<file path="src/rtl/ysyx_040729_csr_pkg.sv">
// Shared constants for the ysyx_040729 machine-mode CSR file: addresses, write ops, irq codes.
package ysyx_040729_csr_pkg;

    localparam logic [11:0] CsrMstatus  = 12'h300;
    localparam logic [11:0] CsrMisa     = 12'h301;
    localparam logic [11:0] CsrMie      = 12'h304;
    localparam logic [11:0] CsrMtvec    = 12'h305;
    localparam logic [11:0] CsrMscratch = 12'h340;
    localparam logic [11:0] CsrMepc     = 12'h341;
    localparam logic [11:0] CsrMcause   = 12'h342;
    localparam logic [11:0] CsrMtval    = 12'h343;
    localparam logic [11:0] CsrMip      = 12'h344;
    localparam logic [11:0] CsrMhartid  = 12'hF14;
    localparam logic [11:0] CsrMcycle   = 12'hB00;
    localparam logic [11:0] CsrMinstret = 12'hB02;
    localparam logic [11:0] CsrMcycleh  = 12'hB80;
    localparam logic [11:0] CsrMinstreth = 12'hB82;
    localparam logic [11:0] CsrCycle    = 12'hC00;
    localparam logic [11:0] CsrInstret  = 12'hC02;
    localparam logic [11:0] CsrCycleh   = 12'hC80;
    localparam logic [11:0] CsrInstreth = 12'hC82;

    typedef enum logic [1:0] {
        CsrOpNone  = 2'b00,
        CsrOpWrite = 2'b01,
        CsrOpSet   = 2'b10,
        CsrOpClear = 2'b11
    } csr_op_e;

    localparam logic [3:0] IrqCodeMsi = 4'd3;
    localparam logic [3:0] IrqCodeMti = 4'd7;
    localparam logic [3:0] IrqCodeMei = 4'd11;

    localparam int unsigned MstatusMieBit  = 3;
    localparam int unsigned MstatusMpieBit = 7;

    // Interrupt bit vectors are kept packed as {MEI, MTI, MSI}.
    function automatic logic [63:0] irq_to_csr(input logic [2:0] bits);
        logic [63:0] v;
        v     = '0;
        v[3]  = bits[0];
        v[7]  = bits[1];
        v[11] = bits[2];
        return v;
    endfunction

endpackage

</file>
<file path="src/rtl/ysyx_040729_csr_counter.sv">
// 64-bit event counter with XLEN-wide write port(s); a write wins over the increment.
module ysyx_040729_csr_counter #(
    parameter int unsigned XLEN  = 64,
    parameter int unsigned WIDTH = 64
) (
    input  logic             clock,
    input  logic             reset,
    input  logic             inc_i,
    input  logic             we_lo_i,
    input  logic             we_hi_i,
    input  logic [XLEN-1:0]  wdata_i,
    output logic [WIDTH-1:0] count_o
);

    logic [WIDTH-1:0] count_q, count_d;

    always_comb begin
        count_d = count_q;
        if (we_lo_i || we_hi_i) begin
            if (we_lo_i) count_d[XLEN-1:0] = wdata_i;
            if (we_hi_i) count_d[WIDTH-1:WIDTH-32] = wdata_i[31:0];
        end else if (inc_i) begin
            count_d = count_q + WIDTH'(1);
        end
    end

    always_ff @(posedge clock) begin
        if (reset) count_q <= '0;
        else       count_q <= count_d;
    end

    assign count_o = count_q;

endmodule

</file>
<file path="src/rtl/ysyx_040729_csr_file.sv">
// Machine-mode CSR file: Zicsr access, trap/mret bookkeeping and interrupt arbitration.
// Define CSR_COUNTERS_EN to add mcycle/minstret and their user aliases.
module ysyx_040729_csr_file
    import ysyx_040729_csr_pkg::*;
#(
    parameter int unsigned           DATA_WIDTH  = 64,
    parameter int unsigned           HART_ID     = 0,
    parameter logic [DATA_WIDTH-1:0] MTVEC_RESET = '0
) (
    input  logic                  clock,
    input  logic                  reset,
    input  logic [11:0]           csr_addr,
    input  logic [2:0]            csr_wfunc,
    input  logic [4:0]            csr_uimm,
    input  logic [DATA_WIDTH-1:0] csr_wsrc,
    output logic [DATA_WIDTH-1:0] csr_rdata,
    output logic                  csr_illegal_o,
    input  logic                  trap_i,
    input  logic [DATA_WIDTH-1:0] trap_cause_i,
    input  logic [DATA_WIDTH-1:0] trap_pc_i,
    input  logic [DATA_WIDTH-1:0] trap_tval_i,
    input  logic                  mret_i,
    input  logic                  retire_i,
    input  logic                  flow_i,
    input  logic                  eirp_i,
    input  logic                  tirp_i,
    input  logic                  sirp_i,
    output logic                  irq_o,
    output logic [DATA_WIDTH-1:0] irq_cause_o,
    output logic [DATA_WIDTH-1:0] trap_vec_o,
    output logic [DATA_WIDTH-1:0] mepc_o
);

    localparam logic [63:0] MisaFull = (DATA_WIDTH == 64) ? 64'h8000_0000_0000_1100
                                                          : 64'h0000_0000_4000_1100;
    // MPP hardwired to M; UXL/SXL fields vanish when truncated to RV32.
    localparam logic [63:0] MstatusFixed = 64'h0000_000A_0000_1800;

    logic                  mstatus_mie_q, mstatus_mie_d;
    logic                  mstatus_mpie_q, mstatus_mpie_d;
    logic [2:0]            mie_q, mie_d;
    logic [2:0]            mip_q, mip_d;
    logic [DATA_WIDTH-1:0] mtvec_q, mtvec_d;
    logic [DATA_WIDTH-1:0] mscratch_q, mscratch_d;
    logic [DATA_WIDTH-1:0] mepc_q, mepc_d;
    logic [DATA_WIDTH-1:0] mcause_q, mcause_d;
    logic [DATA_WIDTH-1:0] mtval_q, mtval_d;

    logic                  known, read_only, csr_we;
    logic [DATA_WIDTH-1:0] src, wdata;
    logic [2:0]            pend;
    csr_op_e               op;

`ifdef CSR_COUNTERS_EN
    logic [63:0] mcycle, minstret;

    ysyx_040729_csr_counter #(.XLEN(DATA_WIDTH), .WIDTH(64)) u_mcycle (
        .clock   (clock),
        .reset   (reset),
        .inc_i   (1'b1),
        .we_lo_i (csr_we && csr_addr == CsrMcycle),
        .we_hi_i (csr_we && csr_addr == CsrMcycleh),
        .wdata_i (wdata),
        .count_o (mcycle)
    );

    ysyx_040729_csr_counter #(.XLEN(DATA_WIDTH), .WIDTH(64)) u_minstret (
        .clock   (clock),
        .reset   (reset),
        .inc_i   (retire_i && flow_i),
        .we_lo_i (csr_we && csr_addr == CsrMinstret),
        .we_hi_i (csr_we && csr_addr == CsrMinstreth),
        .wdata_i (wdata),
        .count_o (minstret)
    );
`else
    logic unused_retire;
    assign unused_retire = retire_i;
`endif

    always_comb begin
        csr_rdata = '0;
        known     = 1'b1;
        read_only = 1'b0;
        case (csr_addr)
            CsrMstatus: begin
                csr_rdata = DATA_WIDTH'(MstatusFixed);
                csr_rdata[MstatusMieBit]  = mstatus_mie_q;
                csr_rdata[MstatusMpieBit] = mstatus_mpie_q;
            end
            CsrMisa:     begin csr_rdata = DATA_WIDTH'(MisaFull); read_only = 1'b1; end
            CsrMie:      csr_rdata = DATA_WIDTH'(irq_to_csr(mie_q));
            CsrMtvec:    csr_rdata = mtvec_q;
            CsrMscratch: csr_rdata = mscratch_q;
            CsrMepc:     csr_rdata = mepc_q;
            CsrMcause:   csr_rdata = mcause_q;
            CsrMtval:    csr_rdata = mtval_q;
            CsrMip:      begin csr_rdata = DATA_WIDTH'(irq_to_csr(mip_q)); read_only = 1'b1; end
            CsrMhartid:  begin csr_rdata = DATA_WIDTH'(HART_ID); read_only = 1'b1; end
`ifdef CSR_COUNTERS_EN
            CsrMcycle, CsrCycle: begin
                csr_rdata = mcycle[DATA_WIDTH-1:0];
                read_only = (csr_addr == CsrCycle);
            end
            CsrMinstret, CsrInstret: begin
                csr_rdata = minstret[DATA_WIDTH-1:0];
                read_only = (csr_addr == CsrInstret);
            end
            CsrMcycleh, CsrCycleh: begin
                csr_rdata = DATA_WIDTH'(mcycle >> 32);
                read_only = (csr_addr == CsrCycleh);
                known     = (DATA_WIDTH == 32);
            end
            CsrMinstreth, CsrInstreth: begin
                csr_rdata = DATA_WIDTH'(minstret >> 32);
                read_only = (csr_addr == CsrInstreth);
                known     = (DATA_WIDTH == 32);
            end
`endif
            default: known = 1'b0;
        endcase
    end

    always_comb begin
        op            = csr_op_e'(csr_wfunc[1:0]);
        csr_illegal_o = !known || (read_only && op != CsrOpNone);
        csr_we        = flow_i && op != CsrOpNone && !csr_illegal_o && !trap_i;
        src           = csr_wfunc[2] ? DATA_WIDTH'(csr_uimm) : csr_wsrc;
        case (op)
            CsrOpWrite: wdata = src;
            CsrOpSet:   wdata = csr_rdata | src;
            CsrOpClear: wdata = csr_rdata & ~src;
            default:    wdata = csr_rdata;
        endcase
    end

    always_comb begin
        mstatus_mie_d  = mstatus_mie_q;
        mstatus_mpie_d = mstatus_mpie_q;
        mie_d          = mie_q;
        mip_d          = {eirp_i, tirp_i, sirp_i};
        mtvec_d        = mtvec_q;
        mscratch_d     = mscratch_q;
        mepc_d         = mepc_q;
        mcause_d       = mcause_q;
        mtval_d        = mtval_q;

        if (csr_we) begin
            case (csr_addr)
                CsrMstatus: begin
                    mstatus_mie_d  = wdata[MstatusMieBit];
                    mstatus_mpie_d = wdata[MstatusMpieBit];
                end
                CsrMie:      mie_d = {wdata[11], wdata[7], wdata[3]};
                // Reserved modes (>= 2) collapse to direct.
                CsrMtvec:    mtvec_d = {wdata[DATA_WIDTH-1:2], wdata[1] ? 2'b00 : wdata[1:0]};
                CsrMscratch: mscratch_d = wdata;
                CsrMepc:     mepc_d = {wdata[DATA_WIDTH-1:2], 2'b00};
                CsrMcause:   mcause_d = wdata;
                CsrMtval:    mtval_d = wdata;
                default: ;
            endcase
        end

        // Ordered so mret overrides a same-cycle mstatus write and trap overrides both.
        if (flow_i && mret_i && !trap_i) begin
            mstatus_mie_d  = mstatus_mpie_q;
            mstatus_mpie_d = 1'b1;
        end

        if (flow_i && trap_i) begin
            mepc_d         = {trap_pc_i[DATA_WIDTH-1:2], 2'b00};
            mcause_d       = trap_cause_i;
            mtval_d        = trap_tval_i;
            mstatus_mpie_d = mstatus_mie_q;
            mstatus_mie_d  = 1'b0;
        end
    end

    always_ff @(posedge clock) begin
        if (reset) begin
            mstatus_mie_q  <= 1'b0;
            mstatus_mpie_q <= 1'b0;
            mie_q          <= '0;
            mip_q          <= '0;
            mtvec_q        <= MTVEC_RESET;
            mscratch_q     <= '0;
            mepc_q         <= '0;
            mcause_q       <= '0;
            mtval_q        <= '0;
        end else begin
            mstatus_mie_q  <= mstatus_mie_d;
            mstatus_mpie_q <= mstatus_mpie_d;
            mie_q          <= mie_d;
            mip_q          <= mip_d;
            mtvec_q        <= mtvec_d;
            mscratch_q     <= mscratch_d;
            mepc_q         <= mepc_d;
            mcause_q       <= mcause_d;
            mtval_q        <= mtval_d;
        end
    end

    always_comb begin
        pend        = mip_q & mie_q;
        irq_o       = mstatus_mie_q && (pend != 3'b000);
        irq_cause_o = '0;
        if (irq_o) begin
            irq_cause_o[DATA_WIDTH-1] = 1'b1;
            irq_cause_o[3:0] = pend[2] ? IrqCodeMei : (pend[0] ? IrqCodeMsi : IrqCodeMti);
        end
        // Shifting by two drops the interrupt flag and scales the code to a word offset.
        if (mtvec_q[1:0] == 2'b01 && trap_cause_i[DATA_WIDTH-1]) begin
            trap_vec_o = {mtvec_q[DATA_WIDTH-1:2], 2'b00} + (trap_cause_i << 2);
        end else begin
            trap_vec_o = {mtvec_q[DATA_WIDTH-1:2], 2'b00};
        end
        mepc_o = mepc_q;
    end

endmodule

</file>
<file path="config.mk">
export PLATFORM = sky130hd
export DESIGN_NAME = ysyx_040729_csr_file
export DESIGN_NICKNAME = d
export VERILOG_FILES = /design/src/rtl/ysyx_040729_csr_pkg.sv /design/src/rtl/ysyx_040729_csr_counter.sv /design/src/rtl/ysyx_040729_csr_file.sv
export SDC_FILE = /design/constraint.sdc
export NUM_CORES = 1
export LEC_CHECK = 0
export ABC_AREA = 1
export CORE_MARGIN = 2
export CORE_UTILIZATION = 45
export DETAILED_ROUTE_END_ITERATION = 8
export PLACE_DENSITY = 0.77
export SYNTH_ARGS = -nofsm -noshare
export SYNTH_HDL_FRONTEND = slang
export SYNTH_HIERARCHICAL = 1
export SYNTH_SLANG_ARGS = --single-unit
</file>
<file path="constraint.sdc">
create_clock -name clock -period 5 [get_ports clock]
set_input_delay 0.75 -clock clock [delete_from_list [all_inputs] [get_ports clock]]
set_output_delay 0.75 -clock clock [all_outputs]
set_load 0.01 [all_outputs]
</file>
==> key figures <==
Status
  – Status: complete, no violations

Route
  – Vias: ~30000
  – Drt drc: 0
  – Routed WL: roughly 110 mm
  – First-pass iteration count of the detailed router: 6
  – Detailed-route wire length per cell: just over 20 um
  – Vias per cell: 5.47
  – DRT iter0 DRCs: 3605
  – ANT nets after route: 0

Job
  – Max-cap violations: 0

Yosys
  – Cell variety after synth: 45
  – Yosys reg bits: between 300 and 400
  – Average size of a mapped cell: ~5.6 sq um
  – Synth top area cells: dfxtp_1 (26%), nand2_1 (22%), nor2_1 (11%)
  – Yosys Warn Count: 6
  – Top cell type's share of synthesized area: a little over a quarter
  – Synthesized area: 24600 sq um
  – Cell taking the most area after synthesis: dfxtp_1
  – Sequential share of the synthesized area: around a quarter
  – Synth Instances: about 4400

Timing
  – Worst Max-Slew Pin Slew: about 0.97 ns
  – RSZ-0062 raised after global routing: no
  – Final clock period utilization by the worst path: 97.5%
  – TNS Setup: 0 ns
  – Final setup fails: 0
  – Skew final: ~0.017 ns
  – Hold Vio Cnt, Final: 0
  – Tmin final: ~5 ns
  – Rel. slew slack: a little over a third
  – Slew Limit Fails: 0
  – Worst Slack Setup Final: 0.127 ns
  – Peak Freq: 205 MHz

Global route
  – Largest net degree at the start of global routing: between 150 and 200
  – Grt ovf: 0
  – All-Layer GR Usage: a little under two fifths
  – Initial antenna violation count: 9
  – Global-route wire length before repair: approximately 160 mm
  – Vias in the first global route: 26700

Critical path
  – Critical path fanouts, max: 5
  – Critical Path Start Type: input port
  – R2R depth: 9
  – Worst EP required: around 4.3 ns
  – Critical Path End Type: output port
  – Critical path data arrival time: between 4 and 5 ns
  – Reg-to-reg setup timing slack: roughly 3.1 ns
  – Setup CP Type: input port to output port

Floorplan
  – Chip height: ~240 um
  – Rows: 85
  – CORE AREA: roughly 54000 sq um
  – Ports: 543
  – Initial Util: 45.7%
  – Die area: roughly 57000 sq um
  – Chip width: between 200 and 250 um

Final layout
  – Commonest non-fill, non-tap cell in the layout: nand2_1
  – Most frequent cells in the layout: nand2_1 (1467), nor2_1 (689), clkdlybuf4s50_1 (475), inv_1 (441), o21ai_0 (388)
  – Layout Nets: a little over 5000
  – Fillers: 5373
  – Ratio of cells with drive above 1 in the final layout: about 3.6%
  – Non-Filler Instances: ~5400
  – Multi-input gate area: around 15000 sq um
  – Sequential cell area: between 6000 and 7000 sq um
  – Area grow syn2layout: 25.4%

Placement
  – I/O Buffers: ~480
  – Setup Slack @ Placement: 0.266 ns
  – Hpwl dp: between 80 and 90 mm
  – Gpl congestion: ~1.0
  – Placed cell count: between 5000 and 6000

Clocking
  – Clock buffer depth: 3
  – TritonCTS clock tree: yes
  – Total clock sinks: about 330
  – Hold buffers post-CTS: 0
  – Skew-Pair Late Insertion Delay: between 0.5 and 0.6 ns
  – Root Driver: clkbuf_16
  – Clock slew at reported path FFs: approximately 0.050 ns
  – H-tree depth: 2
  – Inserted Clock Buffers: 38

Power and ir drop
  – Max VDD drop: around 0.00020 V
  – P_leak: approximately 0.014 uW
  – Design Power: between 6000 and 7000 uW
  – PwrDens: 222 nW/um^2

Min path
  – Hold Crit Depth: 2
  – Worst Hold Class: flop to flop
-- through the flow --
stage / hold WS (ns) / cell area (sq um) / util [%]
6_report: 0.445 / 30900 / 57.2
5_1_grt: 0.458 / 30900 / 57.2
4_1_cts: 0.447 / 30800 / 57.2
3_5_place_dp: 0.437 / 29600 / 54.8
3_3_place_gp: 0.432 / 29600 / 54.8
2_1_floorplan: 0.424 / 24900 / -
-- final cells by class --
cell class	count	area share (%)
antenna	8	0.0649
clock buffer	55	3.62
clock inverter	10	0.535
inverter	456	5.60
multi-input combinational	3363	49.1
sequential	325	21.1
tap	696	2.82
timing repair buffer	526	17.2
-- worst paths after layout --
kind	from	to
min reg2reg	mscratch_q[34]	mscratch_q[34]
min	mscratch_q[34]	mscratch_q[34]
max	trap_cause_i[22]	trap_vec_o[37]
max reg2reg	mtvec_q[11]	mtval_q[11]
-- sequential cells by signal, indices dropped and copies added, names as in the netlist, 3 cells and up --
signal and count:
mcause_q 64, mepc_o 62, mie_q 3, mip_q 3, mscratch_q 64, mtval_q 64
mtvec_q 63
-- synthesized netlist by cell type (all sizes together) --
cell type and count:
inv 453, xor2 2, nand4 27, clkbuf 115, nor4 4, nor3 15
o21bai 14, o2111ai 1, a21o 1, o21a 4, conb 1, nor2 702
o211ai 1, a21oi 284, clkinv 3, nand3 151, ha 61, o21ai 410
and3 2, or2 14, nand2 1477, a21boi 3, nand3b 113, o22ai 2
dfxtp 325, fa 1, xnor2 10, nor3b 1, buf 170
-- cells by family (layout without fill, tap and decap cells) --
logic type / after synthesis / count (layout) / synth area share (%)
AO/OA/AOI/OAI: 720 / 720 / 14.9
XOR/XNOR: 12 / 12 / 0.427
adder cells (fa/ha/maj): 62 / 62 / 3.18
buffers and inverters: 741 / 1047 / 13.2
flip-flops: 325 / 325 / 26.4
other: 1 / 71 / 0.0152
AND/OR/NAND/NOR: 2506 / 2506 / 41.8
-- critical path, stage by stage --
cell,delay [ns]
clkdlybuf4s50_1,0.49
ha_1,0.39
nand2_1,0.11
nor2_1,0.18
inv_1,0.08
nor2_1,0.24
inv_1,0.11
nor3_1,0.52
nand2_1,0.11
nand2_1,0.20
nand2_1,0.10
nand3b_1,0.10
nand3_1,0.08
nand2_1,0.11
clkdlybuf4s50_1,0.54
-- report_power, final --
part | leakage (uW) | internal [uW] | switching, uW
registers | 0.00265 | 2690 | 55.5
clock network | 0.000629 | 1760 | 1160
logic | 0.0111 | 489 | 707
-- per-layer routing --
layer | global-route usage, % | part of all wire, % | routed length, um
met3 | 8.47 | 12 | 12900
met5 | 0 | 0.0099 | 11
met2 | 58.1 | 43 | 47700
met4 | 16.2 | 4.5 | 5040
met1 | 50.6 | 41 | 45100
-- timing repair --
item	4_1_cts	5_1_grt
setup buffers	0	0
endpoints found under the hold margin	0	0
setup endpoints to repair	0	1
gates resized for setup	0	1
No activity file was read; power rests on OpenSTA's default activity.
